$ cat src/rtl/mem_arbiter_pkg.sv
// Shared definitions for the memory arbiter: FSM state encoding, access length
// codes and small constants used when building RAM byte cycles.
package mem_arbiter_pkg;

   typedef enum logic [2:0] {
      ARB_IDLE,
      ARB_IF_RD,
      ARB_MEM_RD,
      ARB_MEM_WR,
      ARB_DONE
   } arb_state_e;

   localparam logic [2:0]  LEN_B        = 3'd1;
   localparam logic [2:0]  LEN_H        = 3'd2;
   localparam logic [2:0]  LEN_W        = 3'd4;
   localparam logic [31:0] ZeroWord     = 32'h0000_0000;
   localparam logic        WriteEnable  = 1'b1;
   localparam logic        WriteDisable = 1'b0;

   // Any length code other than byte or halfword is treated as a full word.
   function automatic logic [2:0] decodeLen(input logic [2:0] lenCode);
      case (lenCode)
         LEN_B:   return LEN_B;
         LEN_H:   return LEN_H;
         default: return LEN_W;
      endcase
   endfunction

endpackage

$ cat src/rtl/mem_arbiter.sv
// Arbitrates the byte-wide RAM port between instruction fetch and the MEM stage,
// splitting word/halfword/byte accesses into one RAM byte cycle per byte.
module mem_arbiter
   import mem_arbiter_pkg::*;
#(
   parameter int ADDR_W = 32
) (
   input  logic              clk_in,
   input  logic              rst_in,
   input  logic              rdy_in,
   input  logic              flush_in,
   input  logic              if_req,
   input  logic [ADDR_W-1:0] if_addr,
   output logic              if_done,
   output logic [31:0]       if_data,
   input  logic              mem_req,
   input  logic              mem_we,
   input  logic [2:0]        mem_len,
   input  logic [ADDR_W-1:0] mem_addr,
   input  logic [31:0]       mem_wdata,
   output logic              mem_done,
   output logic [31:0]       mem_rdata,
   output logic              if_busy,
   output logic              mem_busy,
   output logic [ADDR_W-1:0] ram_a,
   output logic [7:0]        ram_dout,
   output logic              ram_wr,
   input  logic [7:0]        ram_din
);

   arb_state_e        state_q, state_d;
   logic [2:0]        cnt_q, cnt_d;
   logic [2:0]        len_q, len_d;
   logic [ADDR_W-1:0] base_q, base_d;
   logic [3:0][7:0]   wdata_q, wdata_d;
   logic [3:0][7:0]   byteBuf_q, byteBuf_d;
   logic [ADDR_W-1:0] ramA_q, ramA_d;
   logic [7:0]        ramDout_q, ramDout_d;
   logic              ramWr_q, ramWr_d;
   logic              ifDone_q, ifDone_d;
   logic [31:0]       ifData_q, ifData_d;
   logic              memDone_q, memDone_d;
   logic [31:0]       memRdata_q, memRdata_d;

   logic [1:0]        byteIdx;
   logic [1:0]        nextIdx;
   logic [3:0][7:0]   capturedWord;

   always_ff @(posedge clk_in or negedge rst_in) begin
      if (!rst_in) begin
         state_q    <= ARB_IDLE;
         cnt_q      <= '0;
         len_q      <= '0;
         base_q     <= '0;
         wdata_q    <= ZeroWord;
         byteBuf_q  <= ZeroWord;
         ramA_q     <= '0;
         ramDout_q  <= '0;
         ramWr_q    <= WriteDisable;
         ifDone_q   <= 1'b0;
         ifData_q   <= ZeroWord;
         memDone_q  <= 1'b0;
         memRdata_q <= ZeroWord;
      end else begin
         state_q    <= state_d;
         cnt_q      <= cnt_d;
         len_q      <= len_d;
         base_q     <= base_d;
         wdata_q    <= wdata_d;
         byteBuf_q  <= byteBuf_d;
         ramA_q     <= ramA_d;
         ramDout_q  <= ramDout_d;
         ramWr_q    <= ramWr_d;
         ifDone_q   <= ifDone_d;
         ifData_q   <= ifData_d;
         memDone_q  <= memDone_d;
         memRdata_q <= memRdata_d;
      end
   end

   // In read states cnt counts edges since the grant; ram_din always carries
   // the byte addressed one cycle earlier, i.e. byte cnt-1.
   always_comb begin
      state_d      = state_q;
      cnt_d        = cnt_q;
      len_d        = len_q;
      base_d       = base_q;
      wdata_d      = wdata_q;
      byteBuf_d    = byteBuf_q;
      ramA_d       = ramA_q;
      ramDout_d    = ramDout_q;
      ramWr_d      = ramWr_q;
      ifDone_d     = ifDone_q;
      ifData_d     = ifData_q;
      memDone_d    = memDone_q;
      memRdata_d   = memRdata_q;
      byteIdx      = 2'(cnt_q - 3'd1);
      nextIdx      = 2'(cnt_q + 3'd1);
      capturedWord = byteBuf_q;
      capturedWord[byteIdx] = ram_din;

      if (rdy_in) begin
         ifDone_d  = 1'b0;
         memDone_d = 1'b0;
         case (state_q)
            ARB_IDLE: begin
               if (mem_req) begin
                  base_d    = mem_addr;
                  len_d     = decodeLen(mem_len);
                  wdata_d   = mem_wdata;
                  cnt_d     = '0;
                  byteBuf_d = ZeroWord;
                  ramA_d    = mem_addr;
                  if (mem_we) begin
                     state_d   = ARB_MEM_WR;
                     ramDout_d = mem_wdata[7:0];
                     ramWr_d   = WriteEnable;
                  end else begin
                     state_d   = ARB_MEM_RD;
                  end
               end else if (if_req && !flush_in) begin
                  base_d    = if_addr;
                  len_d     = LEN_W;
                  cnt_d     = '0;
                  byteBuf_d = ZeroWord;
                  ramA_d    = if_addr;
                  state_d   = ARB_IF_RD;
               end
            end
            ARB_IF_RD, ARB_MEM_RD: begin
               if (state_q == ARB_IF_RD && flush_in) begin
                  state_d = ARB_IDLE;
                  cnt_d   = '0;
               end else begin
                  if (cnt_q != 3'd0) begin
                     byteBuf_d = capturedWord;
                  end
                  if (cnt_q == len_q) begin
                     state_d = ARB_DONE;
                     cnt_d   = '0;
                     if (state_q == ARB_IF_RD) begin
                        ifDone_d = 1'b1;
                        ifData_d = capturedWord;
                     end else begin
                        memDone_d  = 1'b1;
                        memRdata_d = capturedWord;
                     end
                  end else begin
                     cnt_d = cnt_q + 3'd1;
                     if (cnt_q + 3'd1 < len_q) begin
                        ramA_d = base_q + ADDR_W'(cnt_q + 3'd1);
                     end
                  end
               end
            end
            ARB_MEM_WR: begin
               if (cnt_q + 3'd1 < len_q) begin
                  cnt_d     = cnt_q + 3'd1;
                  ramA_d    = base_q + ADDR_W'(cnt_q + 3'd1);
                  ramDout_d = wdata_q[nextIdx];
                  ramWr_d   = WriteEnable;
               end else begin
                  cnt_d     = '0;
                  ramWr_d   = WriteDisable;
                  memDone_d = 1'b1;
                  state_d   = ARB_DONE;
               end
            end
            ARB_DONE: begin
               state_d = ARB_IDLE;
            end
            default: begin
               state_d = ARB_IDLE;
            end
         endcase
      end
   end

   // A frozen write cycle is replayed on resume, so the strobe is masked rather than cleared.
   assign ram_wr    = ramWr_q & rdy_in;
   assign ram_a     = ramA_q;
   assign ram_dout  = ramDout_q;
   assign if_done   = ifDone_q;
   assign if_data   = ifData_q;
   assign mem_done  = memDone_q;
   assign mem_rdata = memRdata_q;
   assign if_busy   = if_req & ~ifDone_q;
   assign mem_busy  = mem_req & ~memDone_q;

endmodule
$ cat config.mk
export PLATFORM = sky130hd
export DESIGN_NAME = mem_arbiter
export DESIGN_NICKNAME = d
export VERILOG_FILES = /design/src/rtl/mem_arbiter_pkg.sv /design/src/rtl/mem_arbiter.sv
export SDC_FILE = /design/constraint.sdc
export NUM_CORES = 1
export LEC_CHECK = 0
export CORE_ASPECT_RATIO = 0.6
export CORE_MARGIN = 3
export CORE_UTILIZATION = 55
export CTS_CLUSTER_DIAMETER = 80
export DETAILED_ROUTE_END_ITERATION = 10
export PLACE_DENSITY = 0.86
export SLEW_MARGIN = 10
export SYNTH_ARGS = -nofsm -noshare
export SYNTH_HDL_FRONTEND = slang
export SYNTH_SLANG_ARGS = --single-unit
$ cat constraint.sdc
create_clock -name clk_in -period 8.1 [get_ports clk_in]
set_input_delay 1.215 -clock clk_in [delete_from_list [all_inputs] [get_ports clk_in]]
set_output_delay 1.215 -clock clk_in [all_outputs]
set_load 0.01 [all_outputs]
Word level (Yosys, flattened, before mapping)
Index checks and enable logic that the tools add are counted.

Bits in registers: 212. Latch bits: 0. Bits in writable memories: 0. Bits in read-only memories: 0. Output and inout port bits: 109. Word-level logic and storage cells: 119. Memories: 0.

Add/sub/neg operators: 4. $mul: 0. Divide/modulo/power cells: 0. Magnitude comparators: 4. Equality and inequality tests: 15. Shift-type cells: 0. Muxes and demuxes: 49. Bitwise operators: 7. Reductions and logical operators: 21.

Operator list (number): $mux 32 (9); $pmux 32 s3 (1); $pmux 32 s2 (1); $mux 8 (5); $mux 3 (12); $add 32x4->32 (1); $bwmux 32 (1); $reduce_and 5->1 (5); $pmux 3 s3 (2); $bmux 8 s2 (1); $demux 8 s2 (1); $pmux 8 s2 (1); $ne 2x2->1 const B (7); $mux 1 (12); $eq 3x2->1 const B (3); $reduce_and 3->1 (3); $reduce_and 4->1 (2); $eq 3x1->1 const B (2); $lt 2x3->1 const B (2); $ne 3x3->1 const B (2); $pmux 3 s2 (1); $reduce_bool 2->1 (3); $reduce_bool 3->1 (2); $add 3x1->4 const B (1); 12 further kinds (20).

Depth between registers and ports, before layout
Word-level depth: 9. Gate-level depth with buffers: 12. Depth with buffers taken out: 10.

Worst setup path after synthesis
OpenSTA, ideal clock, no wires.

Kind: input -> output. Start point: input port mem_req. End point: output port mem_busy. Arrival: 2.137 ns. Required time: 6.885 ns. Path slack: 4.748 ns. Cell stages on the path: 4. Cell sequence: buf_2 -> buf_1 -> inv_1 -> nor2_1.

Word-level cells in the longest chain between the ends: 1.

Ends and longest elaborated chain: from (decl) (RTL line mem_arbiter.sv:16) `input logic mem_req,`; $and 1x1->1 (RTL line mem_arbiter.sv:188) `assign mem_busy = mem_req & ~memDone_q;`; to (decl) (RTL line mem_arbiter.sv:24) `output logic mem_busy,`.

Every way passes these cells.

Worst setup path after layout
Start point: input port rdy_in. End point: output port ram_wr.

Word-level cells in the longest chain between the ends: 1.

Ends and longest elaborated chain: from (decl) (RTL line mem_arbiter.sv:10) `input logic rdy_in,`; $and 1x1->1 (RTL line mem_arbiter.sv:180) `assign ram_wr = ramWr_q & rdy_in;`; to (decl) (RTL line mem_arbiter.sv:27) `output logic ram_wr,`.

Every way passes these cells.

==> impl_metrics.env <==
export IMPL_place_area_um2=12280
export IMPL_syn_area_per_cell_um2=10.38
export IMPL_critPathLaunchType="primary input"
export IMPL_finalCriticalPeriod_ns=3.863
export IMPL_setup_viol=0
export IMPL_viasPerCell=5.718
export IMPL_post_cts_buffers=0
export IMPL_clkSinkCount=212
export IMPL_routed_via_count=7971
export IMPL_timing_worst_setup_path_type="primary input to output port"
export IMPL_diodes=0
export IMPL_met1Wirelength_um=12170
export IMPL_fmax_ghz=0.2589
export IMPL_worstHoldPathType="flop to flop"
export IMPL_powerDensity_nw_per_um2=366.7
export IMPL_async_flop_share=1.000
export IMPL_hold_viol=0
export IMPL_cts_tree="built"
export IMPL_area_growth_pct=29.85
export IMPL_finalMaxSlewViolations=0
export IMPL_crit_path_end_kind="output port"
export IMPL_tns_ns=0
export IMPL_grt_usage=0.2557
export IMPL_first_pass_iters=5
export IMPL_period_share=0.4769
export IMPL_yosysTopAreaCell="dfrtp_1"
export IMPL_core_um2=17450
export IMPL_ys_seq_elements=212
export IMPL_dieArea_um2=19870
export IMPL_ys_warn_count=0
export IMPL_start_util=0.5723
export IMPL_cp_arrival_ns=2.65
export IMPL_routed_wl_um=25790
export IMPL_port_buffers=222
export IMPL_hpwl_um=18580
export IMPL_cts_made_buffers=20
export IMPL_route_detailed_drc=0
export IMPL_postRouteAntennaNets=0
export IMPL_wl_met3_um=2051
export IMPL_final_area_um2=12970
export IMPL_fillCellCount=1211
export IMPL_synth_edf_count=0
export IMPL_synthCells=962
export IMPL_rows=37
export IMPL_cts_root_buf="clkbuf_16"
export IMPL_clkLatencyLatePin_ns=0.49
export IMPL_final_nets=1273
export IMPL_fin_util=0.7431
export IMPL_die_x_um=180.0
export IMPL_synth_cell_types=50
export IMPL_cts_resized=0
export IMPL_antenna_found_initial=0
export IMPL_cp_required_ns=6.88
export IMPL_top_layer="met4"
export IMPL_grt_pass1_vias=7804
export IMPL_grt_first_pass_wirelength_um=41010
export IMPL_synth_top_cell_area_share=0.5311
export IMPL_preCtsSetupSlack_ns=4.258
export IMPL_worst_pin_slew_ns=1.283
export IMPL_p_leak_nw=5.618
export IMPL_grt_max_degree=83
export IMPL_crit_path_max_fanout=12
export IMPL_syn_nets=1089
export IMPL_synthTopCellsByArea="dfrtp_1 (53%), mux2i_1 (7.5%), o21ai_0 (5.9%)"
export IMPL_drive_above_1_share=0.08534
export IMPL_path_clk_slew_ns=0.06
export IMPL_worst_slack_ns=4.237
export IMPL_peakVddDrop_mv=0.2283
export IMPL_cts_buffer_depth=3
export IMPL_rsz0062_at_grt="false"
export IMPL_wl_per_cell_um=18.50
export IMPL_relSlewSlack=0.1373
export IMPL_gp_congestion=0.9081
export IMPL_syn_area_um2=9988
export IMPL_drt_initial_drc_count=626
export IMPL_skew_ns=0.01492
export IMPL_grt_ovfl_total=0
export IMPL_status="completed"
export IMPL_ctsHoldBuffers=0
export IMPL_ios=223
export IMPL_dieHeight_um=110.4
export IMPL_ys_flop_type="dfrtp_1"
export IMPL_yosysSeqAreaShare=0.5311
export IMPL_dr_wl_met2_um=11040
export IMPL_htreeDepth=1
export IMPL_max_cap_violations=0
[metrics by stage]
| step | total power, W | hold WS, ns | cells |
|---|---|---|---|
| floorplan | 0.002920 | 0.4498 | 962 |
| global placement | 0.003687 | 0.4604 | 1358 |
| detailed placement | 0.003781 | 0.4691 | 1358 |
| CTS | 0.004766 | 0.4834 | 1394 |
| global route | 0.005078 | 0.5070 | 1394 |
| finish | 0.004756 | 0.4766 | 1394 |
[cell families (layout without fill, tap and decap cells)]
| kind of cell | count (synthesis) | count (layout) | share of synthesized area |
|---|---|---|---|
| AOI/OAI and AO/OA | 234 | 234 | 0.1364 |
| xor gates and xnor gates | 30 | 30 | 0.02706 |
| adders and majority gates | 13 | 13 | 0.01704 |
| buffers and inverters | 80 | 278 | 0.03445 |
| DFF | 212 | 212 | 0.5311 |
| muxes | 116 | 116 | 0.1304 |
| and+or+nand+nor | 277 | 277 | 0.1235 |
[cell type report]
class | instances | area (µm²) | share of cell area
clock buffers | 27 | 588.1 | 0.04534
clock inverters | 9 | 100.1 | 0.007718
inverters | 13 | 48.80 | 0.003762
multi-input cells | 670 | 4362 | 0.3363
flip-flops and latches | 212 | 5305 | 0.4090
well taps | 234 | 292.8 | 0.02257
repair buffers | 229 | 2273 | 0.1753
[state kept, by name, indices dropped and copies added, names as in the netlist]
register   cells
base_q        32
byteBuf_q     32
cnt_q          3
if_data       32
if_done        1
len_q          3
mem_done       1
mem_rdata     32
ramWr_q        1
ram_a         32
ram_dout       8
state_q        3
wdata_q       32
[Yosys cell counts (20+ instances only)]
master      n
nor2_1     70
dfrtp_1   212
clkbuf_1   26
xnor2_1    22
mux2i_1    75
a21oi_1    61
o21ai_0   118
a22o_1     32
buf_2      20
mux2_2     33
nand2_1   128
[final timing paths]
path | startpoint | end | slack (ns) | cells after the start
max reg2reg | cnt_q[0]$_DFFE_PN0P_ | ram_a[24]$_DFFE_PN0P_ | 4.30 | 10
min in group asynchronous | rst_in | ram_a[8]$_DFFE_PN0P_ | 0.68 | 1
max in group asynchronous | rst_in | if_data[20]$_DFFE_PN0P_ | 6.02 | 2
min | ram_a[2]$_DFFE_PN0P_ | ram_a[2]$_DFFE_PN0P_ | 0.48 | 2
min reg2reg | ram_a[2]$_DFFE_PN0P_ | ram_a[2]$_DFFE_PN0P_ | 0.48 | 2
max | rdy_in | ram_wr | 4.24 | 3
[layer usage]
metal,GRT usage,vias up
met4,0.06122,0
met1,0.3884,3879
li1,-,3723
met2,0.3764,329
met5,0,-
met3,0.05803,40
[critical path: stages]
cell	delay (ns)
clkdlybuf4s50_1	0.71
and2_1	0.19
clkdlybuf4s50_1	0.53
[where the power goes]
group | switching (W) | leakage, nW | internal, W
logic | 0.000986 | 2.60 | 0.000966
clock network | 0.000400 | 0.338 | 0.000575
registers | 0.000335 | 2.68 | 0.00149
[placed cells by master, fill, tap and decap left out, types with 5 or more instances in the layout]
cell,synthesis,layout
nand2_1,128,128
mux2i_1,75,75
ha_1,12,12
buf_4,3,7
inv_1,13,13
clkbuf_8,0,5
nand2b_1,10,10
and3_1,12,11
dfrtp_1,212,212
mux2_2,33,33
o21ai_0,118,118
nand3_1,16,15
mux4_2,8,8
nor2_1,70,69
xnor2_1,22,22
clkdlybuf4s50_1,0,220
clkbuf_16,0,21
xor2_1,7,7
a21oi_1,61,61
nand4_1,17,17
a22o_1,32,32
clkinv_2,0,5
Note: power is estimated with default switching activity, not from simulation.
